--- src/rtl/stopwatch_timekeeper.sv ---
// stopwatch_timekeeper
// Consumer side of the stopwatch clock divider. Synchronizes the divided
// toggle clocks into the clk domain, turns their rising edges into one-cycle
// strobes, and runs a BCD MM:SS stopwatch with run/pause, clear and adjust.
//
// Ports:
//   clk, rst             master clock, synchronous active-high reset
//   sec_clk, blink_clk   divided toggle clocks (asynchronous to clk)
//   run_toggle, clear    single-cycle control pulses
//   adj, sel             adjust-mode level and field select (0 = sec, 1 = min)
//   min_tens .. sec_ones registered BCD digits
//   running              high in RUN
//   blank                per-digit blank flags (bit3 = min_tens), combinational
//   wrap                 one-cycle pulse on 99:59 -> 00:00 rollover
//
// Build option: define STOPWATCH_SATURATE_EN to hold at 99:59 and stop
// instead of wrapping (wrap is then never asserted).
module stopwatch_timekeeper (
    input  logic       clk,
    input  logic       rst,
    input  logic       sec_clk,
    input  logic       blink_clk,
    input  logic       run_toggle,
    input  logic       clear,
    input  logic       adj,
    input  logic       sel,
    output logic [3:0] min_tens,
    output logic [3:0] min_ones,
    output logic [3:0] sec_tens,
    output logic [3:0] sec_ones,
    output logic       running,
    output logic [3:0] blank,
    output logic       wrap
);

    localparam int unsigned DW = 4;

    typedef enum logic [1:0] {
        ST_STOPPED = 2'd0,
        ST_RUN     = 2'd1,
        ST_ADJUST  = 2'd2
    } state_t;

    state_t state, state_n;

    logic sec_s1, sec_s2, sec_p;
    logic blk_s1, blk_s2, blk_p;
    logic sec_stb, blk_stb;

    logic [DW-1:0] mt_n, mo_n, st_n, so_n;
    logic          wrap_n;
    logic          sec_max, min_max;

    // Synchronizers reset high so a level already high at reset release
    // does not produce an edge.
    always_ff @(posedge clk) begin
        if (rst) begin
            sec_s1 <= 1'b1;
            sec_s2 <= 1'b1;
            sec_p  <= 1'b1;
            blk_s1 <= 1'b1;
            blk_s2 <= 1'b1;
            blk_p  <= 1'b1;
        end else begin
            sec_s1 <= sec_clk;
            sec_s2 <= sec_s1;
            sec_p  <= sec_s2;
            blk_s1 <= blink_clk;
            blk_s2 <= blk_s1;
            blk_p  <= blk_s2;
        end
    end

    assign sec_stb = sec_s2 & ~sec_p;
    assign blk_stb = blk_s2 & ~blk_p;

    assign sec_max = (sec_tens == DW'(5)) && (sec_ones == DW'(9));
    assign min_max = (min_tens == DW'(9)) && (min_ones == DW'(9));

    // State and digit registers.
    always_ff @(posedge clk) begin
        if (rst) begin
            state    <= ST_STOPPED;
            min_tens <= '0;
            min_ones <= '0;
            sec_tens <= '0;
            sec_ones <= '0;
            running  <= 1'b0;
            wrap     <= 1'b0;
        end else begin
            state    <= state_n;
            min_tens <= mt_n;
            min_ones <= mo_n;
            sec_tens <= st_n;
            sec_ones <= so_n;
            running  <= (state_n == ST_RUN);
            wrap     <= wrap_n;
        end
    end

    // Next-state and next-count logic.
    always_comb begin
        state_n = state;
        mt_n    = min_tens;
        mo_n    = min_ones;
        st_n    = sec_tens;
        so_n    = sec_ones;
        wrap_n  = 1'b0;

        if (adj) begin
            state_n = ST_ADJUST;
        end else begin
            case (state)
                ST_STOPPED: if (run_toggle) state_n = ST_RUN;
                ST_RUN:     if (run_toggle) state_n = ST_STOPPED;
                ST_ADJUST:  state_n = ST_STOPPED;
                default:    state_n = ST_STOPPED;
            endcase
        end

        // Clear has priority over any increment in the same cycle.
        if (clear) begin
            mt_n = '0;
            mo_n = '0;
            st_n = '0;
            so_n = '0;
        end else if (state == ST_RUN && sec_stb) begin
            if (sec_max && min_max) begin
`ifdef STOPWATCH_SATURATE_EN
                if (!adj) state_n = ST_STOPPED;
`else
                mt_n   = '0;
                mo_n   = '0;
                st_n   = '0;
                so_n   = '0;
                wrap_n = 1'b1;
`endif
            end else if (sec_ones != DW'(9)) begin
                so_n = DW'(sec_ones + DW'(1));
            end else begin
                so_n = '0;
                if (sec_tens != DW'(5)) begin
                    st_n = DW'(sec_tens + DW'(1));
                end else begin
                    // Not at 99:59 here, so min_tens cannot overflow.
                    st_n = '0;
                    if (min_ones != DW'(9)) begin
                        mo_n = DW'(min_ones + DW'(1));
                    end else begin
                        mo_n = '0;
                        mt_n = DW'(min_tens + DW'(1));
                    end
                end
            end
        end else if (state == ST_ADJUST && blk_stb) begin
            // Adjust bumps one field only, never carrying into the other.
            if (sel) begin
                if (min_ones != DW'(9)) begin
                    mo_n = DW'(min_ones + DW'(1));
                end else begin
                    mo_n = '0;
                    mt_n = (min_tens == DW'(9)) ? '0 : DW'(min_tens + DW'(1));
                end
            end else begin
                if (sec_ones != DW'(9)) begin
                    so_n = DW'(sec_ones + DW'(1));
                end else begin
                    so_n = '0;
                    st_n = (sec_tens == DW'(5)) ? '0 : DW'(sec_tens + DW'(1));
                end
            end
        end
    end

    // Blink mask for the field being adjusted.
    always_comb begin
        blank = 4'b0000;
        if (state == ST_ADJUST && blk_s2)
            blank = sel ? 4'b1100 : 4'b0011;
    end

endmodule

--- config.mk ---
export PLATFORM = sky130hd
export DESIGN_NAME = stopwatch_timekeeper
export DESIGN_NICKNAME = d
export VERILOG_FILES = /design/src/rtl/stopwatch_timekeeper.sv
export SDC_FILE = /design/constraint.sdc
export NUM_CORES = 1
export LEC_CHECK = 0
export ABC_CLOCK_PERIOD_IN_PS = 1600
export CAP_MARGIN = 30
export CORE_MARGIN = 8
export CORE_UTILIZATION = 44
export CTS_BUF_LIST = sky130_fd_sc_hd__clkbuf_4 sky130_fd_sc_hd__clkbuf_8 sky130_fd_sc_hd__clkbuf_16
export DETAILED_ROUTE_END_ITERATION = 8
export PLACE_DENSITY_LB_ADDON = 0.08
export SLEW_MARGIN = 0
export SYNTH_ARGS = -nofsm -noshare
export SYNTH_HDL_FRONTEND = slang
export SYNTH_SLANG_ARGS = --single-unit
--- constraint.sdc ---
create_clock -name clk -period 1.6 [get_ports clk]
set_input_delay 0.32 -clock clk [delete_from_list [all_inputs] [get_ports clk]]
set_output_delay 0.32 -clock clk [all_outputs]
set_load 0.005 [all_outputs]
==> results_dict.tcl, run 1 <==
set metrics [dict create \
    grt_pass1_wl_um 5460 \
    worstSetupPathType "reg -> reg" \
    ioPinCount 30 \
    drtIter0Drc 113 \
    cp-startpoint "state[0]$_SDFF_PP0_" \
    crit_chain "buf_6 -> nand3b_4 -> o31a_4 -> or4_1 -> a21oi_1" \
    clockBufferDepth 2 \
    rr_worst_depth 5 \
    outcome "finished, violations left" \
    synth_nets 154 \
    grt_setup_unrepaired "true" \
    slew_violations 0 \
    setup_violations 10 \
    hpwl_um 2420 \
    viasPerCell 5.52 \
    totalWireLength_um 3360 \
    ant_nets 0 \
    required_ns 1.86 \
    hold_ws_ns 0.428 \
    swShare_pct 21.2 \
    hold_class "reg -> reg" \
    rrSetupSlack_ns -0.10 \
    synth_cell_types 43 \
    power.total_mw 1.22 \
    place_ws_ns -0.364 \
    end_kind "register" \
    start_kind "register" \
    layout_min_cycle_time_ns 1.70 \
    ys_ff_latch 26 \
    powerDensity_nw_per_um2 605 \
    p_seq_share_pct 54.2 \
    r2r_start "state[0]$_SDFF_PP0_" \
    drc_errors 0 \
    synth_cells 138 \
    grt_max_degree 16 \
    fp.dieW_um 70.4 \
    drt_pre_antenna_iters 6 \
    syn_avg_cell_area_um2 9.44 \
    core_um2 2780 \
    cts.sinks 26 \
    fin_ws_ns -0.105 \
    switching_power_mw 0.258 \
    finalCritPeriodShare_pct 107 \
    fin_nets 213 \
    worstPathArrival_ns 1.96 \
    intPower_mw 0.961 \
    die_h_um 70.4 \
    fmax_ghz 0.587 \
    fill_cells 209 \
    yosys_warnings 0 \
    critPathTopFamily "simple AND/OR/NAND/NOR gates" \
    slowest_stage "or4_1" \
    p_leak_nw 0.837 \
    first_global_vias 1214 \
    antenna_found_initial 0 \
    row_count 19 \
    areaGrowthSynthToFinish_pct 54.8 \
    ys_seq_area_share_pct 40.0 \
    drive_gt1_share_pct 42.3 \
    track_usage_pct 12.8 \
    route.vias.total 1253 \
    slowest_delay_ns 0.51 \
    critical_path_buf_inv_count 1 \
    cts_tree "yes" \
    grt-ovfl-total 0 \
    netlist_area_um2 1300 \
    cts_buffers 3 \
    cp-endpoint "sec_tens[1]$_SDFFE_PP0P_" \
    fin_skew_ns 0.0122 \
    cp_max_fo 3 \
    dieArea_um2 4960 \
    p_comb_share_pct 7.8 \
    p_clk_share_pct 38.0 \
    r2r_end "sec_tens[1]$_SDFFE_PP0P_" \
    maxCapViolCount 0 \
    slew_headroom_pct 74.6 \
    wl_per_cell_um 14.8 \
    path_depth 5 \
    port_buffers 29 \
    peakVddDrop_v 0.000715 \
    worstHoldPathCells 1 \
    htreeDepth 1 \
    diodes 0 \
    hold_viol_final 0 \
    gp_congestion 0.793 \
    clkSlewWorstSetupHoldPaths_ns 0.16 \
    worstMarginPinSlew_ns 0.377 \
    floorplan.initialDensity_pct 46.8 \
    clk_latency_ns 0.33 \
    clockRootBuffer "clkbuf_4" \
    violations "negative setup slack" \
]
[power groups by stage]
stage	registers [mW]	clock network, mW	logic [mW]
floorplan	0.679	0	0.0381
global placement	0.680	0	0.0810
detailed placement	0.681	0	0.0822
CTS	0.664	0.461	0.0894
global route	0.662	0.492	0.102
finish	0.660	0.463	0.0952
[logic make-up (layout without fill, tap and decap cells)]
kind of cell,Yosys count,count (layout),share of synthesized area [%]
and+or+nand+nor,54,54,26.9
AOI/OAI and AO/OA,32,32,18.4
DFF,26,26,40.0
buffers and inverters,15,73,4.90
adders and majority gates,8,8,7.69
xor gates and xnor gates,2,2,1.35
muxes,1,1,0.769
[metrics by stage]
step / area, µm² / util (%) / TNS [ns] / cells
after floorplan: 1330 / - / 0 / 138
after global routing: 2020 / 72.5 / -1.54 / 227
after detailed placement: 1790 / 64.3 / -4.80 / 214
after CTS: 1950 / 70.1 / -0.534 / 225
after global placement: 1790 / 64.3 / -4.23 / 214
final: 2020 / 72.5 / -0.403 / 227
[layout make-up]
class / instances / area, µm² / share of cell area, %
inverter: 9 / 33.8 / 1.68
tap: 31 / 38.8 / 1.92
clock buffer: 3 / 22.5 / 1.12
clock inverter: 1 / 30.0 / 1.49
timing repair buffer: 60 / 509 / 25.3
multi-input combinational: 97 / 828 / 41.1
sequential: 26 / 553 / 27.4
[cells in the mapped netlist]
| library cell | instances | area (µm²) |
|---|---|---|
| nand3_1 | 5 | 25.0 |
| nand3b_4 | 1 | 20.0 |
| nor3_1 | 4 | 20.0 |
| o211ai_1 | 1 | 7.51 |
| o31a_4 | 1 | 17.5 |
| or4_1 | 2 | 15.0 |
| o31ai_2 | 1 | 12.5 |
| o32ai_1 | 1 | 8.76 |
| a21o_1 | 1 | 7.51 |
| o21ai_1 | 2 | 10.0 |
| or2_1 | 1 | 6.26 |
| nand3b_2 | 1 | 11.3 |
| nor2b_1 | 1 | 6.26 |
| o21a_1 | 1 | 7.51 |
| or2_2 | 6 | 37.5 |
| mux2i_1 | 1 | 10.0 |
| o221ai_1 | 1 | 8.76 |
| a2111oi_0 | 1 | 8.76 |
| a21oi_1 | 10 | 50.1 |
| clkbuf_1 | 4 | 15.0 |
| nand4b_1 | 2 | 17.5 |
| nand3b_1 | 1 | 7.51 |
| and2_1 | 2 | 12.5 |
| nor4_1 | 3 | 18.8 |
| o32a_1 | 1 | 10.0 |
| and3b_1 | 4 | 35.0 |
| a31o_1 | 1 | 8.76 |
| nand4bb_4 | 1 | 27.5 |
| nand2b_1 | 1 | 6.26 |
| dfxtp_1 | 26 | 521 |
| inv_1 | 9 | 33.8 |
| ha_1 | 8 | 100 |
| nand2_1 | 6 | 22.5 |
| xnor2_1 | 2 | 17.5 |
| a311o_1 | 1 | 10.0 |
| nor2_1 | 8 | 30.0 |
| o21ai_0 | 5 | 25.0 |
| buf_4 | 2 | 15.0 |
| nand4_1 | 3 | 18.8 |
| or3_1 | 2 | 12.5 |
| o31ai_1 | 1 | 7.51 |
| o32ai_4 | 1 | 27.5 |
| a31oi_1 | 2 | 12.5 |
[metal layers]
| layer | vias up | GRT usage [%] | share of wire [%] |
|---|---|---|---|
| met4 | 0 | 2.01 | 0.27 |
| li1 | 622 | - | - |
| met3 | 2 | 4.10 | 6.4 |
| met1 | 601 | 15.5 | 44 |
| met2 | 28 | 21.8 | 50 |
| met5 | - | 0 | 0 |
[sequential cells by signal (all words and copies together) (netlist names), 2 cells and up]
name / flops
sec_ones: 4
sec_tens: 4
min_tens: 4
state: 2
min_ones: 4
[cell usage in the layout (no fill, tap or decap), drive strengths merged, types with 3 or more instances in the layout]
cell type,count
o21ai,7
clkdlybuf4s50,15
nor4,3
nand3b,3
buf,33
dlygate4sd2,10
a21oi,10
nand3,5
inv,9
nand4,3
or2,7
nor2,8
ha,8
and3b,4
clkbuf,5
nor3,4
dfxtp,26
nand2,6
[how the worst min path moves through the flow]
stage                                 start           endpoint  slack [ns]
after global placement    blk_s1$_SDFF_PP1_  blk_s2$_SDFF_PP1_        0.39
after CTS                 blk_s1$_SDFF_PP1_  blk_s2$_SDFF_PP1_        0.43
after global routing      blk_s1$_SDFF_PP1_  blk_s2$_SDFF_PP1_        0.45
after floorplan           blk_s1$_SDFF_PP1_  blk_s2$_SDFF_PP1_        0.39
final                     blk_s1$_SDFF_PP1_  blk_s2$_SDFF_PP1_        0.43
after detailed placement  blk_s1$_SDFF_PP1_  blk_s2$_SDFF_PP1_        0.39
[timing repair]
item                       in CTS  in global routing
pin swaps                      11                 15
setup endpoints to repair      23                 26
hold buffers                    0                  0
buffers inserted                7                  3
resized for setup              45                 22
[worst register-to-register path, delay by kind of cell, from the launching register on]
family	cells	cell delay [ns]
and+or+nand+nor	2	0.68
DFF	1	0.38
buffers and inverters	1	0.11
AOI/OAI and AO/OA	2	0.46
(Power assumes the default switching activity.)
==> run 2, diff against run 1 <==
--- a/config.mk
+++ b/config.mk
@@ -6,7 +6,6 @@
 export NUM_CORES = 1
 export LEC_CHECK = 0
 export ABC_CLOCK_PERIOD_IN_PS = 1600
-export CAP_MARGIN = 30
 export CORE_MARGIN = 8
 export CORE_UTILIZATION = 44
 export CTS_BUF_LIST = sky130_fd_sc_hd__clkbuf_4 sky130_fd_sc_hd__clkbuf_8 sky130_fd_sc_hd__clkbuf_16
==> results of run 2 <==
The final DEF is identical to that of run 1; final timing and power are the same.
